## config.mk

```make
export PLATFORM = sky130hd
export DESIGN_NAME = seg_digit_scan
export DESIGN_NICKNAME = d
export VERILOG_FILES = /design/src/rtl/seg_digit_scan_pkg.sv /design/src/rtl/seg_digit_scan_btn_debounce.sv /design/src/rtl/seg_digit_scan.sv
export SDC_FILE = /design/constraint.sdc
export NUM_CORES = 1
export LEC_CHECK = 0
export CORE_AREA = 5 5 108 110
export DETAILED_ROUTE_END_ITERATION = 8
export DIE_AREA = 0 0 113 115
export DONT_BUFFER_PORTS = 1
export GPL_TIMING_DRIVEN = 0
export PLACE_DENSITY = 0.4
export SYNTH_ARGS = -nofsm -noshare
export SYNTH_HDL_FRONTEND = slang
export SYNTH_HIERARCHICAL = 1
export SYNTH_SLANG_ARGS = --single-unit
```

## constraint.sdc

```tcl
create_clock -name clk -period 4 [get_ports clk]
set_clock_uncertainty 0.1 [all_clocks]
set_input_delay 1 -clock clk [delete_from_list [all_inputs] [get_ports clk]]
set_output_delay 1 -clock clk [all_outputs]
set_load 0.01 [all_outputs]
```

## src/rtl/seg_digit_scan_pkg.sv

```systemverilog
// Shared types and constants for the four-digit BCD counter / display scanner.
//   db_state_t      : pushbutton debounce FSM states
//   NDIG, BCD_MAX   : digit count and largest legal BCD digit
//   SEL_RST         : active-low digit select presented out of reset (ones digit)
//   sel_onehot_n()  : active-low one-hot select for a scan index
package seg_digit_scan_pkg;

    typedef enum logic [1:0] {
        IDLE_LO = 2'd0,
        WAIT_HI = 2'd1,
        IDLE_HI = 2'd2,
        WAIT_LO = 2'd3
    } db_state_t;

    localparam int         NDIG    = 4;
    localparam logic [3:0] BCD_MAX = 4'd9;
    localparam logic [3:0] SEL_RST = 4'b1110;

    function automatic logic [3:0] sel_onehot_n(input logic [1:0] idx);
        logic [3:0] onehot;
        onehot = 4'b0001 << idx;
        return ~onehot;
    endfunction

endpackage

```

## src/rtl/seg_digit_scan_btn_debounce.sv

```systemverilog
// Pushbutton conditioner: 2-flop synchroniser followed by a four-state
// debounce FSM with an 8-bit stability timer.
//   clk, rst_n : system clock, async active-low reset
//   btn        : raw asynchronous button input
//   level      : debounced level (reflects the state being entered this cycle)
//   rise       : single-cycle event on the accepted low-to-high change
module btn_debounce
    import seg_digit_scan_pkg::*;
#(
    parameter int DEBOUNCE = 8
) (
    input  logic clk,
    input  logic rst_n,
    input  logic btn,
    output logic level,
    output logic rise
);

    localparam logic [7:0] TMAX = 8'(DEBOUNCE - 1);

    logic [1:0] sync_r;
    logic       synced_s;
    db_state_t  state_r, state_s;
    logic [7:0] timer_r, timer_s;

    assign synced_s = sync_r[1];

    // Synchroniser, state and timer registers.
    always_ff @(posedge clk or negedge rst_n) begin
        if (!rst_n) begin
            sync_r  <= 2'b00;
            state_r <= IDLE_LO;
            timer_r <= 8'd0;
        end else begin
            sync_r  <= {sync_r[0], btn};
            state_r <= state_s;
            timer_r <= timer_s;
        end
    end

    // Next-state: a level change is accepted only after DEBOUNCE consecutive
    // synced samples at the new level; any bounce back restarts from idle.
    always_comb begin
        state_s = state_r;
        timer_s = timer_r;
        rise    = 1'b0;
        case (state_r)
            IDLE_LO: begin
                if (synced_s) begin
                    state_s = WAIT_HI;
                    timer_s = 8'd1;
                end else begin
                    state_s = IDLE_LO;
                end
            end
            WAIT_HI: begin
                if (!synced_s) begin
                    state_s = IDLE_LO;
                end else if (timer_r == TMAX) begin
                    state_s = IDLE_HI;
                    rise    = 1'b1;
                end else begin
                    timer_s = timer_r + 8'd1;
                end
            end
            IDLE_HI: begin
                if (!synced_s) begin
                    state_s = WAIT_LO;
                    timer_s = 8'd1;
                end else begin
                    state_s = IDLE_HI;
                end
            end
            WAIT_LO: begin
                if (synced_s) begin
                    state_s = IDLE_HI;
                end else if (timer_r == TMAX) begin
                    state_s = IDLE_LO;
                end else begin
                    timer_s = timer_r + 8'd1;
                end
            end
            default: begin
                state_s = IDLE_LO;
                timer_s = 8'd0;
            end
        endcase
    end

    // Level follows the state being entered, so it is already high on the
    // cycle that rise fires.
    assign level = (state_s == IDLE_HI) || (state_s == WAIT_LO);

endmodule

```

## src/rtl/seg_digit_scan.sv

```systemverilog
// Four-digit BCD event counter with debounced increment button, level clear,
// and time-multiplexed display scan with leading-zero blanking.
//   clk, rst_n : system clock, async active-low reset
//   btn_inc    : raw pushbutton, each debounced press adds one
//   btn_clr    : raw level-sensitive clear (synchronised only)
//   nib        : BCD value of the digit being scanned (to 7-seg decoder)
//   digit_sel  : active-low one-hot digit enable, 4'b1111 for a blanked slot
//   wrap       : one-cycle pulse after the count rolls 9999 -> 0000
//   count      : packed BCD count, [15:12] thousands .. [3:0] ones
module seg_digit_scan
    import seg_digit_scan_pkg::*;
#(
    parameter int DEBOUNCE = 8,
    parameter int SCAN_DIV = 4
) (
    input  logic        clk,
    input  logic        rst_n,
    input  logic        btn_inc,
    input  logic        btn_clr,
    output logic [3:0]  nib,
    output logic [3:0]  digit_sel,
    output logic        wrap,
    output logic [15:0] count
);

    localparam logic [15:0] PRE_MAX = 16'(SCAN_DIV - 1);

    logic        inc_level_s, inc_rise_s, inc_evt_s;
    logic [1:0]  clr_sync_r;
    logic        clr_s;
    logic [15:0] count_r, count_s, cnt_inc_s;
    logic        roll_s, wrap_r, wrap_s;
    logic [15:0] pre_r, pre_s;
    logic [1:0]  idx_r, idx_s;
    logic [3:0]  nib_r, nib_s, sel_r, sel_s;
    logic        blank_s;

    btn_debounce #(.DEBOUNCE(DEBOUNCE)) u_inc_db (
        .clk   (clk),
        .rst_n (rst_n),
        .btn   (btn_inc),
        .level (inc_level_s),
        .rise  (inc_rise_s)
    );

    // A press counts only when the debounced level is actually going high.
    assign inc_evt_s = inc_rise_s & inc_level_s;
    assign clr_s     = clr_sync_r[1];

    // BCD ripple increment; roll_s is the carry out of the thousands digit.
    always_comb begin : bcd_increment
        logic       carry_v;
        logic [3:0] dig_v;
        carry_v   = 1'b1;
        cnt_inc_s = count_r;
        for (int i = 0; i < NDIG; i++) begin
            dig_v = count_r[4*i +: 4];
            if (carry_v) begin
                if (dig_v >= BCD_MAX) begin
                    cnt_inc_s[4*i +: 4] = 4'd0;
                end else begin
                    cnt_inc_s[4*i +: 4] = dig_v + 4'd1;
                    carry_v             = 1'b0;
                end
            end else begin
                cnt_inc_s[4*i +: 4] = dig_v;
            end
        end
        roll_s = carry_v;
    end

    // Count update: clear wins over an increment and swallows its wrap.
    always_comb begin
        count_s = count_r;
        wrap_s  = 1'b0;
        if (clr_s) begin
            count_s = 16'h0000;
            wrap_s  = 1'b0;
        end else if (inc_evt_s) begin
            count_s = cnt_inc_s;
            wrap_s  = roll_s;
        end else begin
            count_s = count_r;
            wrap_s  = 1'b0;
        end
    end

    // Scan prescaler, index, and the digit/select values for the next slot.
    always_comb begin
        if (pre_r == PRE_MAX) begin
            pre_s = 16'd0;
            idx_s = idx_r + 2'd1;
        end else begin
            pre_s = pre_r + 16'd1;
            idx_s = idx_r;
        end
        nib_s = count_r[{idx_s, 2'b00} +: 4];
        case (idx_s)
            2'd1:    blank_s = (count_r[15:4]  == 12'd0);
            2'd2:    blank_s = (count_r[15:8]  == 8'd0);
            2'd3:    blank_s = (count_r[15:12] == 4'd0);
            default: blank_s = 1'b0;
        endcase
        if (blank_s) begin
            sel_s = 4'b1111;
        end else begin
            sel_s = sel_onehot_n(idx_s);
        end
    end

    // Clear synchroniser, counter, wrap pulse and scan registers.
    always_ff @(posedge clk or negedge rst_n) begin
        if (!rst_n) begin
            clr_sync_r <= 2'b00;
            count_r    <= 16'h0000;
            wrap_r     <= 1'b0;
            pre_r      <= 16'd0;
            idx_r      <= 2'd0;
            nib_r      <= 4'd0;
            sel_r      <= SEL_RST;
        end else begin
            clr_sync_r <= {clr_sync_r[0], btn_clr};
            count_r    <= count_s;
            wrap_r     <= wrap_s;
            pre_r      <= pre_s;
            idx_r      <= idx_s;
            nib_r      <= nib_s;
            sel_r      <= sel_s;
        end
    end

    assign count     = count_r;
    assign wrap      = wrap_r;
    assign nib       = nib_r;
    assign digit_sel = sel_r;

endmodule
```

==> metrics.md, run 1 <==
| Metric | Value |
|---|---|
| Status | finished, final reports clean |
| Final nets | between 300 and 400 |
| Clock-pin slew on the worst setup and hold paths | about 60 ps |
| Place WS | 730 ps |
| Post-Place Cells | ~440 |
| Cell area after synthesis | between 0.003 and 0.004 mm^2 |
| Number of DRC markers in iteration 0 | 132 |
| Vias | 2,246 |
| Asr flop ratio synth | 1.00 |
| Total Wirelength | ~7 mm |
| Clock Sinks | 57 |
| Via-per-instance ratio | 4.95 |
| Worst EP required | approximately 4000 ps |
| Root Driver | clkbuf_8 |
| Most frequent cells in the layout | dfrtp_1, nand2_1, nand3_1 |
| Placed Area | 0.00327 mm^2 |
| Post-route cell area | 0.00345 mm^2 |
| First-pass GRT wire length | about 12 mm |
| Overflow after GRT | 0 |
| CTS Buf Count | 9 |
| FMAX | ~0.30 GHz |
| Dominant synthesized flop cell | dfrtp_1 |
| Final total power | 0.00138 W |
| Max-cap violations | 0 |
| Worst slew margin | 0.527 |
| First-pass DRT Iterations | 4 |
| Avg Inst Size Synth | 10.4 um^2 |
| Worst Setup End Kind | flip-flop |
| Clk Latency, worst-skew pair | roughly 340 ps |
| Rows | 38 |
| Final TNS setup | 0 ps |
| Largest net degree at the start of global routing | 58 |
| CTS tree | built |
| Ys Warns | 6 |
| Antenna Violating Nets Remaining | 0 |
| Worst setup margin | 713 ps |
| RSZ-0062 raised after global routing | false |
| Post-synth EDFFs | 0 |
| Share of layout cells above drive strength 1 | 0.134 |
| P&R area growth vs syn | 11.5% |
| Setup Buffers After CTS | 0 |
| Synth cell types | 65 |
| Setup crit start kind | flip-flop |
| WL/cell | 15.5 um |
| Cell Count, Final, Fillers Out | 454 |
| Syn nets | 318 |
| Post-synthesis cell count | roughly 300 |
| Die area | 0.0130 mm^2 |
| Tmin final | 3290 ps |
| Initial Util | 0.292 |
| I/O Buffers | 0 |
| Cts hold-fix bufs | 0 |
| Final period util | 0.822 |
| DP HPWL | 5.11 mm |
| Vias in the first global route | 2,321 |
| H-tree depth | 3 |
| I/O pin count | 29 |
| Antenna Diode Count | 0 |
| VDD IR max | around 0.13 mV |
| Initial antenna violation count | 0 |
| Gr usage total | 0.122 |
| CP arrival | 3400 ps |
| Crit path max fanout | 7 |
| Worst hold path class | input pin to asynchronous set/reset pin |
| CORE AREA | 0.0106 mm^2 |
| Cell leakage power | 1.45 nW |
| DRC | 0 |
| Filler Cell Count | 1,102 |
| CTS Buffer Depth | 2 |
| Setup Crit Path Kind | flip-flop to flip-flop |
| Resized cells post-CTS | 0 |
| P per Cell Area | 400 mW/mm^2 |
| Die W | 113 um |
| Worst slew pin tran | between 700 and 800 ps |
| Final Max Slew Viols | 0 |
| Final Wtd Congestion | ~0.77 |
| Hold Fails Final Rpt | 0 |
| Die Y | 115 um |
| Final setup vio count | 0 |
| Most common cell after layout, fill and taps aside | dfrtp_1 |
| #FFs+latches synth | 57 |
| Seq/Total Area, Yosys | 0.462 |
[layout make-up]
| cell class | count | area (um^2) | area share |
|---|---|---|---|
| inverters | 17 | 68.8 | 0.0199 |
| clock buffers | 16 | 180 | 0.0522 |
| flip-flops and latches | 57 | 1430 | 0.414 |
| multi-input cells | 214 | 1530 | 0.442 |
| well taps | 140 | 175 | 0.0507 |
| plain buffers | 10 | 71.3 | 0.0207 |
[logic make-up (layout without fill, tap and decap cells)]
group | count (synthesis) | after routing | share of synthesized area
xor+xnor | 17 | 17 | 0.0481
buf+inv | 27 | 43 | 0.0452
compound gates | 47 | 47 | 0.109
simple gates | 120 | 120 | 0.223
flops | 57 | 57 | 0.462
mux | 14 | 14 | 0.0481
fa+ha+maj | 16 | 16 | 0.0646
[flip-flops by register name, summed over array words and instances (netlist names)]
register / count
count: 16
pre_r: 16
u_inc_db/timer_r: 8
digit_sel: 4
nib: 4
clr_sync_r: 2
idx_r: 2
u_inc_db/state_r: 2
u_inc_db/sync_r: 2
wrap: 1
[metrics by stage]
| stage | utilization | hold slack [ps] |
|---|---|---|
| 2_1_floorplan | - | 231 |
| 3_3_place_gp | 0.309 | 236 |
| 3_5_place_dp | 0.309 | 240 |
| 4_1_cts | 0.326 | 215 |
| 5_1_grt | 0.326 | 213 |
| 6_report | 0.326 | 245 |
[synth_stat cells, drive strengths merged, types with 5 or more instances]
master	count	area, um^2
nor3	5	30.0
a21oi	6	33.8
nor2	17	63.8
xor2	5	43.8
nand2	27	101
inv	17	68.8
dfrtp	54	1350
mux2i	10	100
buf	6	56.3
nor2b	5	31.3
o21ai	14	70.1
nand4	7	43.8
xnor2	12	105
nand2b	5	31.3
ha	16	200
nand3	20	100
[metal layers]
layer,global-route usage,wire (um),up-vias
met5,0,0,-
met4,0.0481,125,0
met3,0.0442,340,10
met2,0.194,3210,32
met1,0.151,3370,1109
li1,-,-,1095
[final timing paths]
| kind | startpoint | end | slack (ps) | cells after the start |
|---|---|---|---|---|
| max in group asynchronous | rst_n | digit_sel[3] | 3360 | 0 |
| min | rst_n | u_inc_db/timer_r[0] | 240 | 0 |
| min reg2reg | u_inc_db/sync_r[0] | u_inc_db/sync_r[1] | 240 | 0 |
| max | u_inc_db/timer_r[4] | count[15] | 710 | 7 |
| min in group clk | u_inc_db/sync_r[0] | u_inc_db/sync_r[1] | 250 | 0 |
| max reg2reg | u_inc_db/timer_r[4] | count[15] | 710 | 7 |
[worst max-delay path, cell delays in order, from the launching register on]
cell,delay [ps]
dfrtp_1,440
or4b_1,580
or4_4,520
nor3b_1,330
and2_1,280
a31oi_1,290
nor3_2,470
o221ai_2,140
[report_power, final]
part | total (W) | internal (W) | switching, W
clock | 0.000505 | 0.000277 | 0.000228
sequential | 0.000661 | 0.000613 | 0.0000479
combinational | 0.000216 | 0.0000890 | 0.000127
total | 0.00138 | 0.000979 | 0.000402
No activity file was read; power rests on OpenSTA's default activity.
==> inputs of run 2 (changes only) <==
--- a/config.mk
+++ b/config.mk
@@ -10,7 +10,7 @@
 export DIE_AREA = 0 0 113 115
 export DONT_BUFFER_PORTS = 1
 export GPL_TIMING_DRIVEN = 0
-export PLACE_DENSITY = 0.4
+export PLACE_DENSITY = 0.42
 export SYNTH_ARGS = -nofsm -noshare
 export SYNTH_HDL_FRONTEND = slang
 export SYNTH_HIERARCHICAL = 1
==> constraint.sdc (replaced) <==
create_clock -name clk -period 2.7 [get_ports clk]
set_clock_uncertainty 0.1 [all_clocks]
set_input_delay 0.675 -clock clk [delete_from_list [all_inputs] [get_ports clk]]
set_output_delay 0.675 -clock clk [all_outputs]
set_load 0.01 [all_outputs]
==> metrics.md, run 2 (synthesis results as in run 1) <==
| Metric | Value |
|---|---|
| Cell leakage power | 1.53 nW (was 1.45 nW) |
| Setup Crit Path Kind | flip-flop to flip-flop (unchanged) |
| Worst EP required | 2860 ps (was 4110 ps) |
| Sw power | 0.000632 W (was 0.000402 W) |
| Die W | 113 um (unchanged) |
| Clock Power Share | 0.377 (was 0.365) |
| Worst slew margin | 0.384 (was 0.527) |
| Worst setup margin | -71.1 ps (was 713 ps) |
| CTS tree | built (unchanged) |
| I/O Buffers | 0 (unchanged) |
| GR Util met3 | 0.0484 (was 0.0442) |
| Tmin final | 2770 ps (was 3290 ps) |
| Crit path max fanout | 3 (was 7) |
| Most common cell after layout, fill and taps aside | dfrtp_1 (unchanged) |
| FMAX | 0.361 GHz (was 0.304 GHz) |
| RSZ-0062 raised after global routing | true (was false) |
| Final core utilization | 0.347 (was 0.326) |
| Total Wirelength | 7.25 mm (was 7.05 mm) |
| Number of DRC markers in iteration 0 | 116 (was 132) |
| Die area | 0.0130 mm^2 (unchanged) |
| Initial Util | 0.292 (unchanged) |
| Sequential group share of total power | 0.446 (was 0.478) |
| Antenna Violating Nets Remaining | 0 (unchanged) |
| Placed Area | 0.00330 mm^2 (was 0.00327 mm^2) |
| Via-per-instance ratio | 4.94 (was 4.95) |
| P&R area growth vs syn | 18.7% (was 11.5%) |
| P per Cell Area | 599 mW/mm^2 (was 400 mW/mm^2) |
| Cell Count, Final, Fillers Out | 462 (was 454) |
| CTS Buffer Depth | 2 (unchanged) |
| Share of layout cells above drive strength 1 | 0.199 (was 0.134) |
| Gr usage total | 0.119 (was 0.122) |
| VDD IR max | 0.196 mV (was 0.126 mV) |
| DRC | 0 (unchanged) |
| Worst slew pin tran | 924 ps (was 706 ps) |
| Vias in the first global route | 2,308 (was 2,321) |
| CP arrival | 2930 ps (was 3400 ps) |
| Reg2reg path depth | 7 (unchanged) |
| WL/cell | 15.7 um (was 15.5 um) |
| Max-cap violations | 0 (unchanged) |
| First-pass DRT Iterations | 4 (unchanged) |
| Comb pwr share | 0.177 (was 0.156) |
| I/O pin count | 29 (unchanged) |
| DP HPWL | 4.91 mm (was 5.11 mm) |
| Antenna Diode Count | 0 (unchanged) |
| Worst hold path class | input pin to asynchronous set/reset pin (unchanged) |
| H-tree depth | 3 (unchanged) |
| Sw frac | 0.287 (was 0.291) |
| Grt met2 use | 0.187 (was 0.194) |
| First-pass GRT wire length | 12.1 mm (was 12.2 mm) |
| Status | finished with violations (was finished, final reports clean) |
| R2R Setup Slk | -70 ps (was 710 ps) |
| Die Y | 115 um (unchanged) |
| Place WS | -168 ps (was 730 ps) |
| Violated checks | negative setup slack |
| Root Driver | clkbuf_8 (unchanged) |
| RR Endpoint | count[15] (unchanged) |
| Final Wtd Congestion | 0.757 (was 0.766) |
| Worst Setup End Kind | flip-flop (unchanged) |
| Top Usage Layer GRT | met2 (unchanged) |
| CORE AREA | 0.0106 mm^2 (unchanged) |
| CTS Buf Count | 9 (unchanged) |
| Final nets | 339 (was 329) |
| Met1 Usage GRT | 0.149 (was 0.151) |
| Rows | 38 (unchanged) |
| Post-route cell area | 0.00368 mm^2 (was 0.00345 mm^2) |
| Clk Latency, worst-skew pair | 340 ps (about the same) |
| Final Max Slew Viols | 0 (unchanged) |
| Largest net degree at the start of global routing | 55 (was 58) |
| Initial antenna violation count | 0 (unchanged) |
| Setup crit start kind | flip-flop (unchanged) |
| Most frequent cells in the layout | dfrtp_1, nand2_1, nand3_1 (unchanged) |
| Vias | 2,280 (was 2,246) |
| Filler Cell Count | 1,104 (was 1,102) |
| RR Startpoint | u_inc_db/timer_r[7] (was u_inc_db/timer_r[4]) |
| Overflow after GRT | 0 (unchanged) |
| Post-Place Cells | 438 (unchanged) |
| Clock Sinks | 57 (unchanged) |
| Final period util | 1.03 (was 0.822) |
| Int Pwr | 0.00157 W (was 0.000979 W) |
| Hold Fails Final Rpt | 0 (unchanged) |
| Clock-pin slew on the worst setup and hold paths | 70 ps (was 60 ps) |
| Final setup vio count | 7 (was 0) |
## run 2: cell types whose count changed in the layout (fill, tap and decap cells not counted), moves of 2 or more
cell and change:
a31o_4 +2, clkbuf_1 -4, o21ai_0 -6, o21ai_1 +6
buf_6 +2, buf_4 +7
## run 2: timing repair
item | 4_1_cts | 5_1_grt
resized for setup | 8 | 12
endpoints found under the setup margin | 12 | 11
hold buffers | 1 | 0
buffers inserted | 6 | 3
pin swaps | 2 | 15
hold endpoints to repair | 54 | 0
cloned | 0 | 1
## run 2: worst max-delay path by stage
| stage | cells after the start | startpoint | to | slack (ps) |
|---|---|---|---|---|
| 6_report | 7 | u_inc_db/timer_r[7] | count[15] | -70 |
| 5_1_grt | 7 | u_inc_db/timer_r[7] | count[15] | -210 |
| 4_1_cts | 7 | u_inc_db/timer_r[7] | count[15] | -90 |
| 3_5_place_dp | 7 | u_inc_db/timer_r[4] | count[12] | -170 |
| 3_3_place_gp | 7 | u_inc_db/timer_r[4] | count[12] | -180 |
| 2_1_floorplan | 8 | u_inc_db/timer_r[4] | count[7] | 9 |
## run 2: routing by layer
layer	wire length (um)	share of wire	vias up
li1	-	-	1112
met1	3340	0.46	1127
met2	3380	0.47	34
met3	426	0.059	7
met4	109	0.015	0
met5	0	0	-
## run 2: cell type report
| type | count | area, um^2 | area share |
|---|---|---|---|
| Inverter | 17 | 68.8 | 0.0187 |
| Sequential cell | 57 | 1430 | 0.389 |
| Tap cell | 140 | 175 | 0.0477 |
| Timing Repair Buffer | 10 | 98.8 | 0.0269 |
| Clock inverter | 2 | 37.5 | 0.0102 |
| Clock buffer | 12 | 165 | 0.0449 |
| Multi-Input combinational cell | 215 | 1630 | 0.443 |
| Buffer | 9 | 70.1 | 0.0191 |
## run 2: power groups by stage
stage | clock network [W] | logic, W | registers (W)
after detailed placement | 0 | 0.000336 | 0.000993
after global routing | 0.000909 | 0.000446 | 0.000994
final | 0.000832 | 0.000389 | 0.000983
after global placement | 0 | 0.000331 | 0.000994
after floorplan | 0 | 0.000271 | 0.000976
after CTS | 0.000869 | 0.000389 | 0.000982
## run 2: through the flow
step,setup TNS (ps),hold WS [ps],power (W)
finish,-246,76.3,0.00220
global route,-1410,49.2,0.00235
detailed placement,-1070,239,0.00133
floorplan,0,231,0.00125
global placement,-1080,239,0.00132
CTS,-179,61.4,0.00224
## run 2: worst max-delay path, stage by stage, from the launching register on
cell	delay [ps]
dfrtp_1	400
or4b_4	530
or4_4	470
nor3b_4	210
and4b_1	220
nand4_1	160
or3b_4	460
o221ai_2	150
